<file path="config.mk">
export PLATFORM = sky130hd
export DESIGN_NAME = trap_unit
export DESIGN_NICKNAME = d
export VERILOG_FILES = /design/src/rtl/trap_pkg.sv /design/src/rtl/trap_csr_regs.sv /design/src/rtl/trap_unit.sv
export SDC_FILE = /design/constraint.sdc
export NUM_CORES = 1
export LEC_CHECK = 0
export ABC_AREA = 1
export CORE_MARGIN = 3
export CORE_UTILIZATION = 50
export CTS_CLUSTER_SIZE = 20
export DETAILED_ROUTE_END_ITERATION = 8
export PLACE_DENSITY = 0.88
export SETUP_SLACK_MARGIN = 0.2
export SYNTH_ARGS = -nofsm -noshare
export SYNTH_HDL_FRONTEND = slang
export SYNTH_SLANG_ARGS = --single-unit
</file>
<file path="constraint.sdc">
create_clock -name clk -period 3.8 [get_ports clk]
set_input_delay 0.57 -clock clk [delete_from_list [all_inputs] [get_ports clk]]
set_output_delay 0.57 -clock clk [all_outputs]
set_load 0.03 [all_outputs]
</file>
<file path="src/rtl/trap_pkg.sv">
// Shared definitions for the machine-mode trap controller: FSM state
// encoding, trap CSR addresses and mstatus bit positions.
package trap_pkg;

  typedef enum logic [1:0] {
    ST_IDLE,
    ST_FLUSH,
    ST_REDIRECT
  } state_t;

  localparam logic [11:0] CSR_MSTATUS  = 12'h300;
  localparam logic [11:0] CSR_MTVEC    = 12'h305;
  localparam logic [11:0] CSR_MSCRATCH = 12'h340;
  localparam logic [11:0] CSR_MEPC     = 12'h341;
  localparam logic [11:0] CSR_MCAUSE   = 12'h342;

  localparam int unsigned MSTATUS_MIE  = 3;
  localparam int unsigned MSTATUS_MPIE = 7;

endpackage

</file>
<file path="src/rtl/trap_csr_regs.sv">
// Machine trap CSR file: mstatus (MIE/MPIE only), mtvec, mscratch, mepc,
// mcause. Software write port with per-register masking, combinational
// read mux, and trap/mret update strobes that override software writes.
// Ports:
//   clk, reset       clock and synchronous active-high reset
//   trap_en          capture trap: mepc/mcause/mstatus updated
//   trap_pc          faulting PC (low two bits dropped)
//   trap_cause       4-bit exception code
//   mret_en          return: MIE <= MPIE, MPIE <= 1
//   csr_addr/we/wdata  software write port
//   csr_rdata        combinational read data (pre-edge state)
//   mtvec, mepc      current values used as redirect targets
module trap_csr_regs
  import trap_pkg::*;
#(
  parameter int unsigned     XLEN        = 64,
  parameter logic [XLEN-1:0] MTVEC_RESET = 64'h0000_0000_8000_0000
) (
  input  logic            clk,
  input  logic            reset,
  input  logic            trap_en,
  input  logic [XLEN-1:0] trap_pc,
  input  logic [3:0]      trap_cause,
  input  logic            mret_en,
  input  logic [11:0]     csr_addr,
  input  logic            csr_we,
  input  logic [XLEN-1:0] csr_wdata,
  output logic [XLEN-1:0] csr_rdata,
  output logic [XLEN-1:0] mtvec,
  output logic [XLEN-1:0] mepc
);

  logic            mie;
  logic            mpie;
  logic [XLEN-1:0] mscratch;
  logic [XLEN-1:0] mcause;

  // Trap PCs are word aligned; the low bits are intentionally discarded.
  logic unused_pc_bits;
  assign unused_pc_bits = ^trap_pc[1:0];

  always_ff @(posedge clk) begin
    if (reset) begin
      mie      <= 1'b0;
      mpie     <= 1'b0;
      mtvec    <= MTVEC_RESET;
      mscratch <= '0;
      mepc     <= '0;
      mcause   <= '0;
    end else begin
      if (csr_we) begin
        unique case (csr_addr)
          CSR_MSTATUS: begin
            mie  <= csr_wdata[MSTATUS_MIE];
            mpie <= csr_wdata[MSTATUS_MPIE];
          end
          CSR_MTVEC:    mtvec    <= {csr_wdata[XLEN-1:2], 2'b00};
          CSR_MSCRATCH: mscratch <= csr_wdata;
          CSR_MEPC:     mepc     <= {csr_wdata[XLEN-1:2], 2'b00};
          CSR_MCAUSE:   mcause   <= csr_wdata;
          default: ;
        endcase
      end
      // Hardware updates come after the software write so that, for the
      // same register, the later non-blocking assignment takes effect.
      if (trap_en) begin
        mepc   <= {trap_pc[XLEN-1:2], 2'b00};
        mcause <= {{(XLEN-4){1'b0}}, trap_cause};
        mpie   <= mie;
        mie    <= 1'b0;
      end else if (mret_en) begin
        mie  <= mpie;
        mpie <= 1'b1;
      end
    end
  end

  always_comb begin
    csr_rdata = '0;
    unique case (csr_addr)
      CSR_MSTATUS: begin
        csr_rdata[MSTATUS_MIE]  = mie;
        csr_rdata[MSTATUS_MPIE] = mpie;
      end
      CSR_MTVEC:    csr_rdata = mtvec;
      CSR_MSCRATCH: csr_rdata = mscratch;
      CSR_MEPC:     csr_rdata = mepc;
      CSR_MCAUSE:   csr_rdata = mcause;
      default:      csr_rdata = '0;
    endcase
  end

endmodule

</file>
<file path="src/rtl/trap_unit.sv">
// Machine-mode trap controller. Accepts retired exceptions and mret from
// writeback, updates trap CSRs, flushes the pipeline for one cycle, then
// presents a redirect PC to fetch until it is accepted.
// Ports:
//   clk, reset                  clock and synchronous active-high reset
//   exception_in/_pc_in/_cause_in  retired exception from writeback
//   mret_in                     retired mret
//   csr_addr/we/wdata/rdata     software CSR port
//   flush_out, stall_out        pipeline control
//   redirect_valid/pc/ready     redirect handshake with fetch
module trap_unit
  import trap_pkg::*;
#(
  parameter int unsigned     XLEN        = 64,
  parameter logic [XLEN-1:0] MTVEC_RESET = 64'h0000_0000_8000_0000
) (
  input  logic            clk,
  input  logic            reset,
  input  logic            exception_in,
  input  logic [XLEN-1:0] exception_pc_in,
  input  logic [3:0]      exception_cause_in,
  input  logic            mret_in,
  input  logic [11:0]     csr_addr,
  input  logic            csr_we,
  input  logic [XLEN-1:0] csr_wdata,
  output logic [XLEN-1:0] csr_rdata,
  output logic            flush_out,
  output logic            stall_out,
  output logic            redirect_valid,
  output logic [XLEN-1:0] redirect_pc,
  input  logic            redirect_ready
);

  state_t          state;
  state_t          state_next;
  logic            trap_en;
  logic            mret_en;
  logic [XLEN-1:0] mtvec;
  logic [XLEN-1:0] mepc;
  logic [XLEN-1:0] target;

  // Events are only honoured in IDLE; exception beats mret.
  assign trap_en = (state == ST_IDLE) && exception_in;
  assign mret_en = (state == ST_IDLE) && mret_in && !exception_in;

  trap_csr_regs #(
    .XLEN        (XLEN),
    .MTVEC_RESET (MTVEC_RESET)
  ) u_csr (
    .clk        (clk),
    .reset      (reset),
    .trap_en    (trap_en),
    .trap_pc    (exception_pc_in),
    .trap_cause (exception_cause_in),
    .mret_en    (mret_en),
    .csr_addr   (csr_addr),
    .csr_we     (csr_we),
    .csr_wdata  (csr_wdata),
    .csr_rdata  (csr_rdata),
    .mtvec      (mtvec),
    .mepc       (mepc)
  );

  always_ff @(posedge clk) begin
    if (reset) state <= ST_IDLE;
    else       state <= state_next;
  end

  always_comb begin
    state_next = state;
    unique case (state)
      ST_IDLE:     if (trap_en || mret_en) state_next = ST_FLUSH;
      ST_FLUSH:    state_next = ST_REDIRECT;
      ST_REDIRECT: if (redirect_ready) state_next = ST_IDLE;
      default:     state_next = ST_IDLE;
    endcase
  end

  always_comb begin
    flush_out      = 1'b0;
    stall_out      = 1'b0;
    redirect_valid = 1'b0;
    unique case (state)
      ST_FLUSH: begin
        flush_out = 1'b1;
        stall_out = 1'b1;
      end
      ST_REDIRECT: begin
        stall_out      = 1'b1;
        redirect_valid = 1'b1;
      end
      default: ;
    endcase
  end

  // Target is sampled from pre-edge CSR values, so a same-cycle software
  // write to mtvec/mepc cannot leak into the redirect.
  always_ff @(posedge clk) begin
    if (reset)        target <= '0;
    else if (trap_en) target <= mtvec;
    else if (mret_en) target <= mepc;
  end

  assign redirect_pc = target;

endmodule

</file>
==> key figures <==
Pwr
  – Net switching power: 3500 µW
  – Switch share: 33.8%
  – Combinational Power Share: 29.6%
  – Clock Power Share: 31.9%
  – LEAKAGE: 0.00805 µW
  – Reg power frac: 38.5%
  – PD cells: 545 mW/mm²
  – Internal power: 6830 µW
  – Maximum VDD drop: 0.337 mV

Route
  – Detailed Route WL: 52.6 mm
  – Drt drc: 0
  – Avg WL per Cell: 18.2 µm
  – Antenna Nets Post-Route: 0
  – Initial DRC Count: 1987
  – Pre-antenna DRT Iters: 7
  – Via density: 5.70
  – DR vias: 16400

Timing
  – Peak Freq: 312 MHz
  – Pins Over Slew Limit: 0
  – Period minus WS final: 3.21 ns
  – Clk_skew: 0.0198 ns
  – Final setup margin: 0.595 ns
  – Total negative slack: 0 ns
  – Fin Hold WS: 0.461 ns
  – Worst-Margin Slew: 0.916 ns
  – Endpoints failing setup: 0
  – Relative slew slack: 38.9%
  – RSZ-0062 raised after global routing: no
  – Final hold violations: 0
  – Tcrit/Tclk final: 84.4%

Clock tree
  – Max Root-Sink Buffers: 3
  – Max H-tree Level: 2
  – Post-CTS Hold Fix Bufs: 0
  – Root Driver: clkbuf_16
  – Reg clk slew, reported paths: 0.06 ns
  – Post-CTS setup buffer count: 0
  – Clock latency on the worst-skew pair: 0.52 ns
  – Clock tree sinks: 318
  – Number of CTS-inserted buffers: 36
  – PostCTS Resize Cnt: 0
  – CTS tree: built

Synth
  – Syn Inst Count: 2285
  – Avg Cell Area, Syn: 6.64 µm²
  – Asr flop ratio synth: 0%
  – Number of enable flip-flop cells after synthesis: 0
  – FF+latch count, synth: 318
  – Synthesis warning total: 0
  – Area leader, netlist: dfxtp_1
  – Netlist cell types: 27
  – Most common cell in the netlist: nand2_1
  – Area of the mapped netlist: 0.0152 mm²
  – Main synth FF type: dfxtp_1
  – Post-synth top area share: 42.0%
  – Synth top area cells: dfxtp_1, nand2_1, nor2_1, o21ai_0, inv_1
  – Synth cell count leaders: nand2_1, nor2_1, dfxtp_1
  – Sequential fraction of the synthesis area: 42.0%

Floorplan
  – FP Rows: 63
  – Die H: 180 µm
  – Initial Util: 50.9%
  – I/O Pins: 281
  – Total die area: 0.0325 mm²
  – DIE WIDTH: 180 µm
  – Core Area: 0.0298 mm²

Run status
  – Status: completed

GRT
  – Number of global-route vias before repair: 16500
  – Largest net degree at the start of global routing: 104
  – Initial antenna violation count: 2
  – Gr usage total: 31.0%
  – Wire length of the first global-routing pass: 83.6 mm
  – Grt ovf: 0

Placed design
  – HPWL Detailed: 31.0 mm
  – PortBufs: 276
  – Final weighted congestion in routability-driven placement: 0.882
  – Post-Place Worst Slack: 0.643 ns

Layout
  – Area delta synth->final: 25.0%
  – Fraction of layout cells with a size suffix above 1: 9.35%
  – Final nets: 2626
  – Filler cells: 2520

Critical path
  – Crit. End Element: output pin
  – CP startpoint kind: input pin
  – CP required: 3.23 ns
  – Critical Path AT: 2.64 ns
  – Crit-path max cell delay: 0.51 ns
  – Reg-to-reg setup timing slack: 1.08 ns
  – Slowest-stage cell, CP: buf_4
  – Top Family by Delay on Critical Path: buffers and inverters
  – Crit path cell chain: clkdlybuf4s50_1 -> inv_2 -> nand2_2 -> nor2_1 -> nand2_1 -> inv_2 -> buf_4 -> nand2_1 -> nand4_1 -> buf_4
  – Critical path class: input pin to output pin
  – Max FO, Critical Path: 46
  – WP buf/inv: 5

Worst hold path
  – HP Class: flop to flop

Job
  – # Max-Cap Violations: 0
## final timing paths
path	start	end	cells past startpoint
hold reg to reg	redirect_pc[23]	redirect_pc[23]	2
setup / recovery	csr_addr[3]	csr_rdata[55]	10
hold / removal	redirect_pc[23]	redirect_pc[23]	2
setup reg to reg	state[0]	u_csr.mpie	9
## layout by cell type (no fill, tap or decap), types with 4 or more instances in the layout
master	n
nand2_1	603
nor2_1	324
dfxtp_1	318
o21ai_0	233
clkdlybuf4s50_1	211
inv_1	203
a21oi_1	131
buf_4	90
nand3_1	78
o211ai_1	61
nand4_1	61
or2_2	58
clkbuf_16	37
o21ai_1	17
clkbuf_1	11
inv_2	10
buf_12	9
nor2_4	6
nand2_2	4
ha_1	4
clkbuf_8	4
## sequential cells by signal, indices dropped and copies added (netlist names)
name	cells
u_csr.mcause	64
u_csr.mie	1
u_csr.mepc	62
state	2
u_csr.mpie	1
redirect_pc	62
u_csr.mtvec	62
u_csr.mscratch	64
## worst min-delay path, cell delays in order (launching register included)
cell and delay (ns):
dfxtp_1 0.31, nand2_1 0.06, a21oi_1 0.05
## routing by layer
layer  vias up  global-route usage (%)  share of wire [%]
met5         -                       0              0.034
met4         2                    16.5                4.8
met1      7470                    36.6                 37
li1       7638                       -                  -
met3       224                    6.18                 11
met2      1096                    53.4                 48
## power by group through the flow
| stage | clock [µW] | sequential, µW | combinational, µW |
|---|---|---|---|
| 6_report | 3290 | 3970 | 3060 |
| 5_1_grt | 3470 | 4020 | 3290 |
| 4_1_cts | 3330 | 3970 | 3020 |
| 3_5_place_dp | 0 | 4030 | 3000 |
| 3_3_place_gp | 0 | 4020 | 2920 |
| 2_1_floorplan | 0 | 4380 | 1480 |
## layout make-up
cell class              count  area, µm²  area share (%)
diodes                      1       2.50          0.0132
clock inverters             7       81.3           0.429
clock buffers              52       1020            5.39
inverters                 215        812            4.28
multi-input cells        1591       7220            38.1
well taps                 390        488            2.57
flip-flops and latches    318       6370            33.6
repair buffers            310       2970            15.7
## stage by stage
stage	std cells	util (%)	power (µW)	cell area (µm²)
5_1_grt	2884	63.6	10800	19000
6_report	2884	63.6	10300	19000
2_1_floorplan	2286	-	5860	15200
3_5_place_dp	2824	59.9	7030	17900
4_1_cts	2883	63.6	10300	19000
3_3_place_gp	2824	59.9	6940	17900
## kinds of logic (layout without fill, tap and decap cells)
group                    Yosys count  in the layout  share of synthesized area [%]
adder cells (fa/ha/maj)            4              4                          0.330
buffers and inverters            377            584                           10.6
flip-flops                       318            318                           42.0
AND/OR/NAND/NOR                 1141           1141                           31.3
AO/OA/AOI/OAI                    444            444                           15.7
other                              1              3                         0.0247
Power figures use the tool's default switching activity.
